===== src/rtl/pipe_pkg.sv =====
// Shared definitions for the pipe_delay_line slice: default datapath
// dimensions and a constant-function clog2 for sizing the occupancy count.
package pipe_pkg;

  localparam int DefaultNrOfBits = 32;
  localparam int DefaultDepth    = 4;

  // Smallest r such that 2**r >= value (value >= 1).
  function automatic int clog2(input int value);
    int r;
    r = 0;
    for (int k = 0; k < 31; k++) begin
      if ((1 << r) < value) r = r + 1;
    end
    return r;
  endfunction

endpackage


===== src/rtl/pipe_stage.sv =====
// One pipeline stage: NrOfBits of data plus a valid flag.
// Priority on a clock edge: asynchronous Reset > Flush > Preset > Load.
module pipe_stage
  import pipe_pkg::*;
#(
  parameter int                  NrOfBits    = DefaultNrOfBits,
  parameter logic [NrOfBits-1:0] ResetValue  = '0,
  parameter logic [NrOfBits-1:0] PresetValue = '1
) (
  input  logic                Clock,
  input  logic                Reset,
  input  logic                Flush,
  input  logic                Preset,
  input  logic                Load,
  input  logic [NrOfBits-1:0] DIn,
  input  logic                VIn,
  output logic [NrOfBits-1:0] DOut,
  output logic                VOut
);

  logic [NrOfBits-1:0] data_q, data_d;
  logic                valid_q, valid_d;

  // Next-state selection: flush clears, preset fills, load copies upstream.
  always_comb begin
    data_d  = data_q;
    valid_d = valid_q;
    if (Flush) begin
      data_d  = ResetValue;
      valid_d = 1'b0;
    end else if (Preset) begin
      data_d  = PresetValue;
      valid_d = 1'b1;
    end else if (Load) begin
      data_d  = DIn;
      valid_d = VIn;
    end
  end

  // State register with asynchronous clear.
  always_ff @(posedge Clock or posedge Reset) begin
    if (Reset) begin
      data_q  <= ResetValue;
      valid_q <= 1'b0;
    end else begin
      data_q  <= data_d;
      valid_q <= valid_d;
    end
  end

  assign DOut = data_q;
  assign VOut = valid_q;

endmodule


===== src/rtl/pipe_delay_line.sv =====
// Elastic delay line of Depth stages with bubble-collapsing backpressure,
// synchronous flush/preset and a registered occupancy count.
// Optional: define PIPE_DELAY_LINE_TRISTATE_EN to add a 'cs' input that
// floats Q/QValid when high (internal state is unaffected).
module pipe_delay_line
  import pipe_pkg::*;
#(
  parameter int                  NrOfBits    = DefaultNrOfBits,
  parameter int                  Depth       = DefaultDepth,
  parameter logic [NrOfBits-1:0] ResetValue  = '0,
  parameter logic [NrOfBits-1:0] PresetValue = '1
) (
  input  logic                          Clock,
  input  logic                          Reset,
  input  logic                          ClockEnable,
  input  logic                          Tick,
  input  logic                          Flush,
  input  logic                          Preset,
  input  logic [NrOfBits-1:0]           D,
  input  logic                          DValid,
  output logic                          InReady,
  input  logic                          Stall,
  output logic [NrOfBits-1:0]           Q,
  output logic                          QValid,
  output logic [clog2(Depth+1)-1:0]     Count,
`ifdef PIPE_DELAY_LINE_TRISTATE_EN
  input  logic                          cs,
`endif
  output logic                          Full,
  output logic                          Empty
);

  localparam int CountW = clog2(Depth + 1);

  logic                en;
  logic [Depth:0]      ready;
  logic [Depth-1:0]    valid;
  logic [NrOfBits-1:0] data [Depth];
  logic                in_fire;
  logic                out_fire;
  logic [CountW-1:0]   count_q, count_d;

  assign en = ClockEnable & Tick;

  // The output stage may move only if downstream is ready; every other stage
  // may move if it is empty or the stage ahead of it is moving.
  assign ready[Depth] = en & ~Stall;

  genvar gi;
  generate
    for (gi = 0; gi < Depth; gi++) begin : g_stage
      logic [NrOfBits-1:0] din;
      logic                vin;

      assign ready[gi] = en & (~valid[gi] | ready[gi+1]);

      if (gi == 0) begin : g_head
        assign din = D;
        assign vin = DValid;
      end else begin : g_body
        assign din = data[gi-1];
        assign vin = valid[gi-1];
      end

      pipe_stage #(
        .NrOfBits    (NrOfBits),
        .ResetValue  (ResetValue),
        .PresetValue (PresetValue)
      ) u_stage (
        .Clock  (Clock),
        .Reset  (Reset),
        .Flush  (Flush),
        .Preset (Preset),
        .Load   (ready[gi]),
        .DIn    (din),
        .VIn    (vin),
        .DOut   (data[gi]),
        .VOut   (valid[gi])
      );
    end
  endgenerate

  // Held low during reset so nothing upstream believes a capture happened.
  assign InReady  = ready[0] & ~Flush & ~Preset & ~Reset;
  assign in_fire  = DValid & InReady;
  assign out_fire = valid[Depth-1] & ready[Depth];

  // Occupancy: flush/preset override, otherwise +1 per capture, -1 per drain.
  always_comb begin
    count_d = count_q;
    if (Flush) begin
      count_d = '0;
    end else if (Preset) begin
      count_d = CountW'(Depth);
    end else begin
      count_d = count_q + CountW'(in_fire) - CountW'(out_fire);
    end
  end

  // Occupancy register with asynchronous clear.
  always_ff @(posedge Clock or posedge Reset) begin
    if (Reset) begin
      count_q <= '0;
    end else begin
      count_q <= count_d;
    end
  end

  assign Count = count_q;
  assign Full  = (count_q == CountW'(Depth));
  assign Empty = (count_q == '0);

`ifdef PIPE_DELAY_LINE_TRISTATE_EN
  assign Q      = cs ? {NrOfBits{1'bz}} : data[Depth-1];
  assign QValid = cs ? 1'bz : valid[Depth-1];
`else
  assign Q      = data[Depth-1];
  assign QValid = valid[Depth-1];
`endif

endmodule

===== config.mk =====
export PLATFORM = sky130hd
export DESIGN_NAME = pipe_delay_line
export DESIGN_NICKNAME = d
export VERILOG_FILES = /design/src/rtl/pipe_pkg.sv /design/src/rtl/pipe_stage.sv /design/src/rtl/pipe_delay_line.sv
export SDC_FILE = /design/constraint.sdc
export NUM_CORES = 1
export LEC_CHECK = 0
export ABC_AREA = 1
export CAP_MARGIN = 20
export CORE_AREA = 2 2 115 117
export CTS_BUF_LIST = sky130_fd_sc_hd__clkbuf_8
export DETAILED_ROUTE_END_ITERATION = 8
export DIE_AREA = 0 0 117 119
export GPL_TIMING_DRIVEN = 0
export PLACE_DENSITY = 0.81
export SLEW_MARGIN = 40
export SYNTH_ARGS = -nofsm -noshare
export SYNTH_HDL_FRONTEND = slang
export SYNTH_SLANG_ARGS = --single-unit
export TNS_END_PERCENT = 20

===== constraint.sdc =====
create_clock -name Clock -period 3.6 [get_ports Clock]
set_input_delay 0.36 -clock Clock [delete_from_list [all_inputs] [get_ports Clock]]
set_output_delay 0.36 -clock Clock [all_outputs]
set_load 0.03 [all_outputs]

# After elaboration in Yosys (flattened, before gate mapping)

Cells that the tools add are included.

Flip-flop bits (word level): 135
Output and inout bits: 39
Word-level logic and storage cells: 66

Bitwise logic cells: 23
Add/sub/neg operators: 2
Multiplexer cells: 26
Reductions and logical operators: 5
Equality and inequality tests: 1

Operators with widths:

| kind                 | number |
|---|---|
| $mux W32             | 12 |
| $mux W1              | 12 |
| $reduce_bool A3 Y1   | 4 |
| $and A1 B1 Y1        | 11 |
| $not A1 Y1           | 8 |
| $mux W3              | 2 |
| $or A1 B1 Y1         | 4 |
| $add A3 B1 Y3        | 1 |
| $eq A3 B3 Y1 const B | 1 |
| $logic_not A3 Y1     | 1 |
| $sub A3 B1 Y3        | 1 |

# Depth between registers and ports, before layout

Gate-level depths: netlist of the first run.

Depth in word-level cells: 18
Mapped depth: 17
Mapped depth without buffers: 15

# Hierarchy

A second synthesis of the first run with hierarchy kept.

Cell total of the unflattened synthesis: 920
Area, all modules: 7243.2 µm²

Modules (own cells, without submodules):

| module          | area each (µm²) | seq. area each (µm²) | cells each | instances |
|---|---|---|---|---|
| pipe_stage      | 1737.9          | 825.8                | 219        | 4 |
| pipe_delay_line | 291.5           | 75.1                 | 44         | 1 |

# Worst setup path before layout of the first run

No wires, ideal clock.

Kind: input to register
From: input port Reset
To: register count_q[2] (netlist: Count[2])
Arrival time: 4.722 ns
Buffers on the path: 0
Slack: -1.185 ns
Setup time: 0.063 ns
Required time: 3.537 ns
Stages: 12
Cell sequence: inv_1 nand4_1 ha_1 inv_1 ha_1 inv_1 fa_1 inv_1 nand3_1 nand3_1 nand2_1 inv_1

Word-level cells in the longest chain between the ends: 7

Ends and longest elaborated chain:

| element              | RTL line               | source |
|---|---|---|
| from (decl)          | pipe_delay_line.sv:14  | `input logic Reset,` |
| $not A1 Y1           | pipe_delay_line.sv:84  | `assign InReady = ready[0] & ~Flush & ~Preset & ~Reset;` |
| $and A1 B1 Y1        | pipe_delay_line.sv:84  |  |
| $and A1 B1 Y1        | pipe_delay_line.sv:85  | `assign in_fire = DValid & InReady;` |
| $add A3 B1 Y3        | pipe_delay_line.sv:96  | `count_d = count_q + CountW'(in_fire) - CountW'(out_fire);` |
| $sub A3 B1 Y3        | pipe_delay_line.sv:96  |  |
| $mux W3              | pipe_delay_line.sv:93  | `end else if (Preset) begin` |
| $mux W3              | pipe_delay_line.sv:91  | `if (Flush) begin` |
| named net count_d[2] | pipe_delay_line.sv:41  | `logic [CountW-1:0] count_q, count_d;` |
| to (signal assigned) | pipe_delay_line.sv:105 | `count_q <= count_d;` |
| to (decl)            | pipe_delay_line.sv:41  |  |

The timed path passes the listed nets, and every way through them passes these cells.
A chain may end at the register's enable or synchronous reset.

# Final worst setup path of the first run

From: input port ClockEnable
To: output port InReady

Word-level cells in the longest chain between the ends: 13

Ends and longest elaborated chain:

| element                        | RTL line              | source |
|---|---|---|
| from (decl)                    | pipe_delay_line.sv:15 | `input logic ClockEnable,` |
| $and A1 B1 Y1 (*)              | pipe_delay_line.sv:43 | `assign en = ClockEnable & Tick;` |
| $and A1 B1 Y1                  | pipe_delay_line.sv:47 | `assign ready[Depth] = en & ~Stall;` |
| $or A1 B1 Y1                   | pipe_delay_line.sv:55 | `assign ready[gi] = en & (~valid[gi] \| ready[gi+1]);` |
| $and A1 B1 Y1                  | pipe_delay_line.sv:55 |  |
| $or A1 B1 Y1                   | pipe_delay_line.sv:55 |  |
| $and A1 B1 Y1                  | pipe_delay_line.sv:55 |  |
| $or A1 B1 Y1                   | pipe_delay_line.sv:55 |  |
| $and A1 B1 Y1                  | pipe_delay_line.sv:55 |  |
| $or A1 B1 Y1                   | pipe_delay_line.sv:55 |  |
| $and A1 B1 Y1 (*)              | pipe_delay_line.sv:55 |  |
| $and A1 B1 Y1 (*) (3 in a row) | pipe_delay_line.sv:84 |  |
| to (decl)                      | pipe_delay_line.sv:21 | `output logic InReady,` |

Mark *: on every way between the ends. The rest lies on a longest branch, timed or not.

==> results by group, run 1 <==
Global route
  – Number of global-route vias before repair: 5,393
  – Global-route wire length before repair: 25,780 microns
  – Largest net degree at the start of global routing: 28
  – Tot GR Track Use: 23.32%
  – Total gr overflow: 0
  – Initial antenna violation count: 0

Setup path
  – Worst path top cell family by delay: buffers and inverters
  – CP Launch Point: ClockEnable
  – WS Path Type: input port to output pin
  – WP data arrival: 2.55 ns
  – Critical path required time: 3.24 ns
  – CP endpoint kind: output pin
  – Reg-to-Reg Start: g_stage[3].u_stage.VOut
  – Slowest CP cell: clkdlybuf4s50_1
  – Cell Chain, Critical Path: clkdlybuf4s50_1, nand2_1, inv_2, nand2_1, buf_4, buf_4, nand2_1, nand2_1, nor2_1, clkdlybuf4s50_1
  – CP startpoint kind: input port
  – CP peak stage delay: 0.71 ns
  – Worst Path Max Fanout: 10
  – Buffers plus inverters on the worst setup path: 5
  – Critical Path Most Common Cell: nand2_1

Drt
  – Vias per cell: 5.094
  – DRC errors left: 0
  – DR iter-0 viols: 466
  – Antenna Violating Nets Remaining: 0
  – Drt total wl: 15,150 microns
  – Via Count: 5,787
  – WL/cell: 13.34 microns
  – DR pass1 iterations: 5

Logic synthesis
  – Seq cells post-synth: 135
  – Mean post-synth cell area: 7.695 sq um
  – Synth Instances: 846
  – Post-synthesis sequential area ratio: 51.89%
  – Yosys warns: 0
  – Syn Nets: 889
  – Unique masters post-synth: 22
  – Mapped cell area: 6510 sq um

Die
  – Die Y: 119 microns
  – DIE WIDTH: 117 microns
  – Initial core utilization: 50.56%
  – Die area: 13,920 sq um
  – Cell Rows: 42
  – Core area: 12,870 sq um
  – Number of I/O pins: 79

STA
  – Hold_ws: 0.3423 ns
  – Skew final: 0.009503 ns
  – Final Hold Fails: 0
  – Tmin final: 2.913 ns
  – RSZ-0062 raised after global routing: no
  – Worst Setup Slack, final: 0.6866 ns
  – Worst-Margin Slew: 0.5734 ns
  – Final setup violation count: 0
  – Fin. max-slew vios: 0
  – Final Cycle Share: 80.93%
  – Fmax achieved: 343.2 MHz
  – Relative slew slack: 61.69%
  – TNS Setup: 0 ns

Hold path
  – Worst Hold Class: input port to asynchronous set/reset pin

Place
  – HPWL after detailed placement: 11,060 microns
  – Gpl congestion: 0.8384
  – Placed cell area: 7630 sq um
  – PortBufs: 77
  – DP Worst Slack: 0.6250 ns

CTS
  – TritonCTS clock tree: yes
  – Clock root cell: clkbuf_8
  – Post-CTS Resized: 0
  – Clock buffer count from CTS: 17
  – Hold-fix buffers at CTS: 0
  – Post-CTS Setup Inserts: 0
  – Num Clock Sinks: 135
  – Clk buf depth: 2
  – CTS H-tree lvls: 4
  – Worst-skew pair later-pin latency: 0.45 ns
  – Clock slew at reported path FFs: 0.07 ns

Finish
  – Layout cell share with drive strength beyond 1: 10.10%
  – Post-Route Utilization: 62.67%
  – Syn-to-layout area delta: 23.95%
  – NumNets Final: 990
  – Most common cell after layout, fill and taps aside: nand2_1
  – Most frequent cells in the layout: nand2_1 (244), nor2_1 (198), dfrtp_1 (135), clkdlybuf4s50_1 (77), nand4_1 (66)
  – Antenna Cells: 0
  – Finished Cell Area: 8069 sq um

Power and ir drop
  – Pwr dens: 469.6 nW/um^2
  – IR drop worst, VDD: 0.0002348 V
  – Leak: 3.975 nW

Status
  – Outcome: finished, final reports clean

Flow run
  – Max-cap violations: 0
final cells by class:
| class | instances | area, sq um |
|---|---|---|
| clock inverters | 14 | 191.4 |
| flip-flops and latches | 135 | 3378 |
| fillers | 1120 | 4806 |
| clock buffers | 18 | 247.7 |
| well taps | 176 | 220.2 |
| plain buffers | 73 | 375.4 |
| repair buffers | 82 | 893.4 |
| multi-input cells | 624 | 2706 |
| inverters | 14 | 56.30 |
worst reg2reg max path: stages, from the launching register on:
cell and delay (ns):
dfrtp_1 0.45, nand3_1 0.11, nand2_1 0.09, buf_4 0.20
buf_4 0.19, nand2_1 0.11, nand4_1 0.10, ha_1 0.30
inv_1 0.06, ha_1 0.13, inv_1 0.05, fa_2 0.34
inv_1 0.06, nand3_1 0.07, nand3_1 0.07, nand2_1 0.05
inv_1 0.05
metal layers:
layer,track usage [%],wire (microns),up-vias
met5,0,0,-
met4,7.721,191,0
met3,4.835,833,20
met2,36.78,7253,184
met1,32.23,6876,2645
li1,-,-,2938
sequential cells by signal, indices dropped and copies added, names as in the netlist:
signal                flops
g_stage.u_stage.DOut    128
Count                     3
g_stage.u_stage.VOut      4
synth_stat cells, drive strengths merged:
| cell | number | area share, % |
|---|---|---|
| inv | 14 | 0.81 |
| clkbuf | 15 | 0.86 |
| ha | 2 | 0.38 |
| o21ai | 68 | 5.4 |
| a21oi | 2 | 0.15 |
| nor3b | 1 | 0.12 |
| nand2 | 245 | 14 |
| nand3 | 39 | 3.0 |
| nand4 | 66 | 6.3 |
| fa | 1 | 0.31 |
| nor3 | 1 | 0.077 |
| nor2 | 199 | 12 |
| buf | 58 | 4.9 |
| dfrtp | 135 | 52 |
cells by family after synthesis:
| family | Yosys count | share of synthesized area (%) |
|---|---|---|
| adders and majority gates | 3 | 0.6919 |
| DFF | 135 | 51.89 |
| AOI/OAI and AO/OA | 70 | 5.555 |
| buffers and inverters | 87 | 6.573 |
| and+or+nand+nor | 551 | 35.29 |
where the power goes:
part           internal (mW)  total (mW)  switching [mW]
clock network          0.826        1.38           0.553
logic                  0.260       0.659           0.399
registers               1.66        1.75          0.0882
through the flow:
step | std cells | power, mW
floorplan | 846 | 2.180
global placement | 1099 | 2.399
detailed placement | 1104 | 2.432
CTS | 1136 | 3.802
global route | 1136 | 3.970
finish | 1136 | 3.789
worst paths after layout:
| path | to | slack, ns | cells past startpoint |
|---|---|---|---|
| hold reg to reg | g_stage[3].u_stage.DOut[13] | 0.48 | 2 |
| setup / recovery | InReady | 0.69 | 10 |
| setup reg to reg | Count[2] | 1.11 | 16 |
| hold / removal | g_stage[0].u_stage.DOut[1] | 0.34 | 2 |
| max in group asynchronous | g_stage[2].u_stage.DOut[16] | 2.37 | 5 |
| min in group Clock | g_stage[2].u_stage.DOut[30] | 0.45 | 5 |
No activity file was read; power rests on OpenSTA's default activity.
==> run 2: changes to the inputs <==
==> constraint.sdc (replaced) <==
create_clock -name Clock -period 2.5 [get_ports Clock]
set_input_delay 0.25 -clock Clock [delete_from_list [all_inputs] [get_ports Clock]]
set_output_delay 0.25 -clock Clock [all_outputs]
set_load 0.03 [all_outputs]
==> run 2 against run 1 <==
Net effect:
- setup slack lost 0.44 ns
- via count is essentially flat
- critical path type is now flip-flop to flip-flop
- hold slack lost 0.24 ns
- critical endpoint is now Count[2]
- highest routed layer unchanged
- total power grew 43%
- sequential share of layout area shrank 0.056 points
- first-iteration DRC count grew 4.5%
- utilization grew 0.11 points
- final cell count is essentially flat
==> results by group, run 2 (synthesis gave the netlist of run 1 again) <==
Place
  – PortBufs: 77
  – Placed insts: 1,105
  – HPWL after detailed placement: 11,210 microns
  – Gpl congestion: 0.8430

CTS
  – Clock root cell: clkbuf_8
  – CTS H-tree lvls: 4
  – Worst-skew pair later-pin latency: 0.45 ns
  – Clock buffer count from CTS: 17
  – Post-CTS Setup Inserts: 0
  – Clk buf depth: 2
  – TritonCTS clock tree: yes
  – Clock slew at reported path FFs: 0.08 ns
  – Num Clock Sinks: 135

Finish
  – NumNets Final: 989
  – Most frequent cells in the layout: nand2_1 (243), nor2_1 (198), dfrtp_1 (134), clkdlybuf4s50_1 (76), nand4_1 (66)
  – Most common cell after layout, fill and taps aside: nand2_1
  – Layout cell share with drive strength beyond 1: 10.74%
  – Post-Route Utilization: 62.78%
  – Syn-to-layout area delta: 24.16%
  – Final Non-Filler Cells: 1,135
  – Max reg flops: 128
  – Antenna Cells: 0

Global route
  – Tot GR Track Use: 23.52%
  – Global-route wire length before repair: 25,700 microns
  – Largest net degree at the start of global routing: 27
  – Number of global-route vias before repair: 5,440
  – Total gr overflow: 0
  – Initial antenna violation count: 0

Die
  – Die Y: 119 microns
  – Die area: 13,920 sq um
  – Number of I/O pins: 79
  – DIE WIDTH: 117 microns
  – Cell Rows: 42
  – Initial core utilization: 50.56%
  – Core area: 12,870 sq um

Drt
  – WL/cell: 13.31 microns
  – DR pass1 iterations: 6
  – Via Count: 5,789
  – DR iter-0 viols: 487
  – Antenna Violating Nets Remaining: 0
  – DRC errors left: 0
  – Vias per cell: 5.100
  – Drt total wl: 15,110 microns

Power and ir drop
  – Leak: 3.963 nW
  – Total power: 5.431 mW
  – Pwr dens: 671.9 nW/um^2
  – IR drop worst, VDD: 0.0003281 V

Setup path
  – CP startpoint kind: flip-flop
  – FF-to-FF path depth: 14
  – Reg-to-Reg Start: g_stage[3].u_stage.VOut
  – R2R Setup Slk: 0.24 ns
  – CP endpoint kind: flip-flop
  – Worst Path Max Fanout: 19
  – Critical path required time: 2.85 ns
  – WS Path Type: flip-flop to flip-flop
  – CP Launch Point: g_stage[3].u_stage.VOut
  – WP data arrival: 2.60 ns

STA
  – TNS Setup: 0 ns
  – Tmin final: 2.257 ns
  – Final Cycle Share: 90.29%
  – Final setup violation count: 0
  – Fin. max-slew vios: 0
  – Relative slew slack: 65.87%
  – RSZ-0062 raised after global routing: no
  – Skew final: 0.01047 ns
  – Fmax achieved: 443.0 MHz
  – Final Hold Fails: 0
  – Worst-Margin Slew: 0.5120 ns

Flow run
  – Max-cap violations: 0

Status
  – Outcome: finished, final reports clean

Hold path
  – Worst Hold Class: input port to asynchronous set/reset pin
-- run 2: cell types whose count changed in the layout (fill, tap and decap cells not counted), moves of 2 or more --
cell,before,now
buf_4,7,5
clkinv_4,0,2
clkinv_2,3,5
inv_1,15,10
-- run 2: final timing paths --
check | end
setup reg to reg | Count[2]
min in group Clock | g_stage[2].u_stage.VOut
hold reg to reg | g_stage[3].u_stage.DOut[20]
hold / removal | Count[1]
max in group asynchronous | g_stage[1].u_stage.DOut[22]
setup / recovery | Count[2]
-- run 2: cell type report --
cell class              instances  area (sq um)
well taps                     176         220.2
plain buffers                  71         366.6
repair buffers                 83         912.1
multi-input cells             624          2709
flip-flops and latches        135          3379
clock buffers                  19         261.5
clock inverters                13         177.7
inverters                      14         56.30
fillers                      1097          4792
-- run 2: power by group --
part           switching, mW  leakage (nW)  internal, mW
combinational          0.575          2.05         0.376
clock                  0.825         0.221          1.13
sequential             0.128          1.69          2.39
-- run 2: layer usage --
layer / part of all wire (%) / vias up / track usage [%]
li1: - / 2937 / -
met2: 48 / 200 / 37.64
met5: 0 / - / 0
met1: 45 / 2623 / 31.88
met4: 2.1 / 0 / 8.382
met3: 5.6 / 29 / 4.631
-- run 2: critical path: stages, from the launching register on --
cell and delay [ns]:
dfrtp_2 0.44, nand3_1 0.09, nand2_1 0.10, buf_6 0.19
nand2_2 0.09, nand4_1 0.10, ha_1 0.28, inv_1 0.06
ha_1 0.12, inv_1 0.05, fa_2 0.35, nand3_1 0.09
nand3_1 0.08, nand2_1 0.08, inv_1 0.04
-- run 2: per-stage QoR --
step,worst slack [ns],hold WS (ns),area (sq um)
floorplan,-1.072,0.4634,6516
global placement,-2.377,0.4685,7507
detailed placement,-0.3724,0.4732,7650
CTS,0.03503,0.08561,8088
global route,0.05546,0.1046,8083
finish,0.2428,0.1036,8083
-- run 2: timing repair --
action                                  in CTS  in global routing
endpoints found under the setup margin       1                  2
resized for setup                            1                  3
endpoints found under the hold margin        0                  0
gates cloned                                 0                  0
hold buffers                                 0                  0
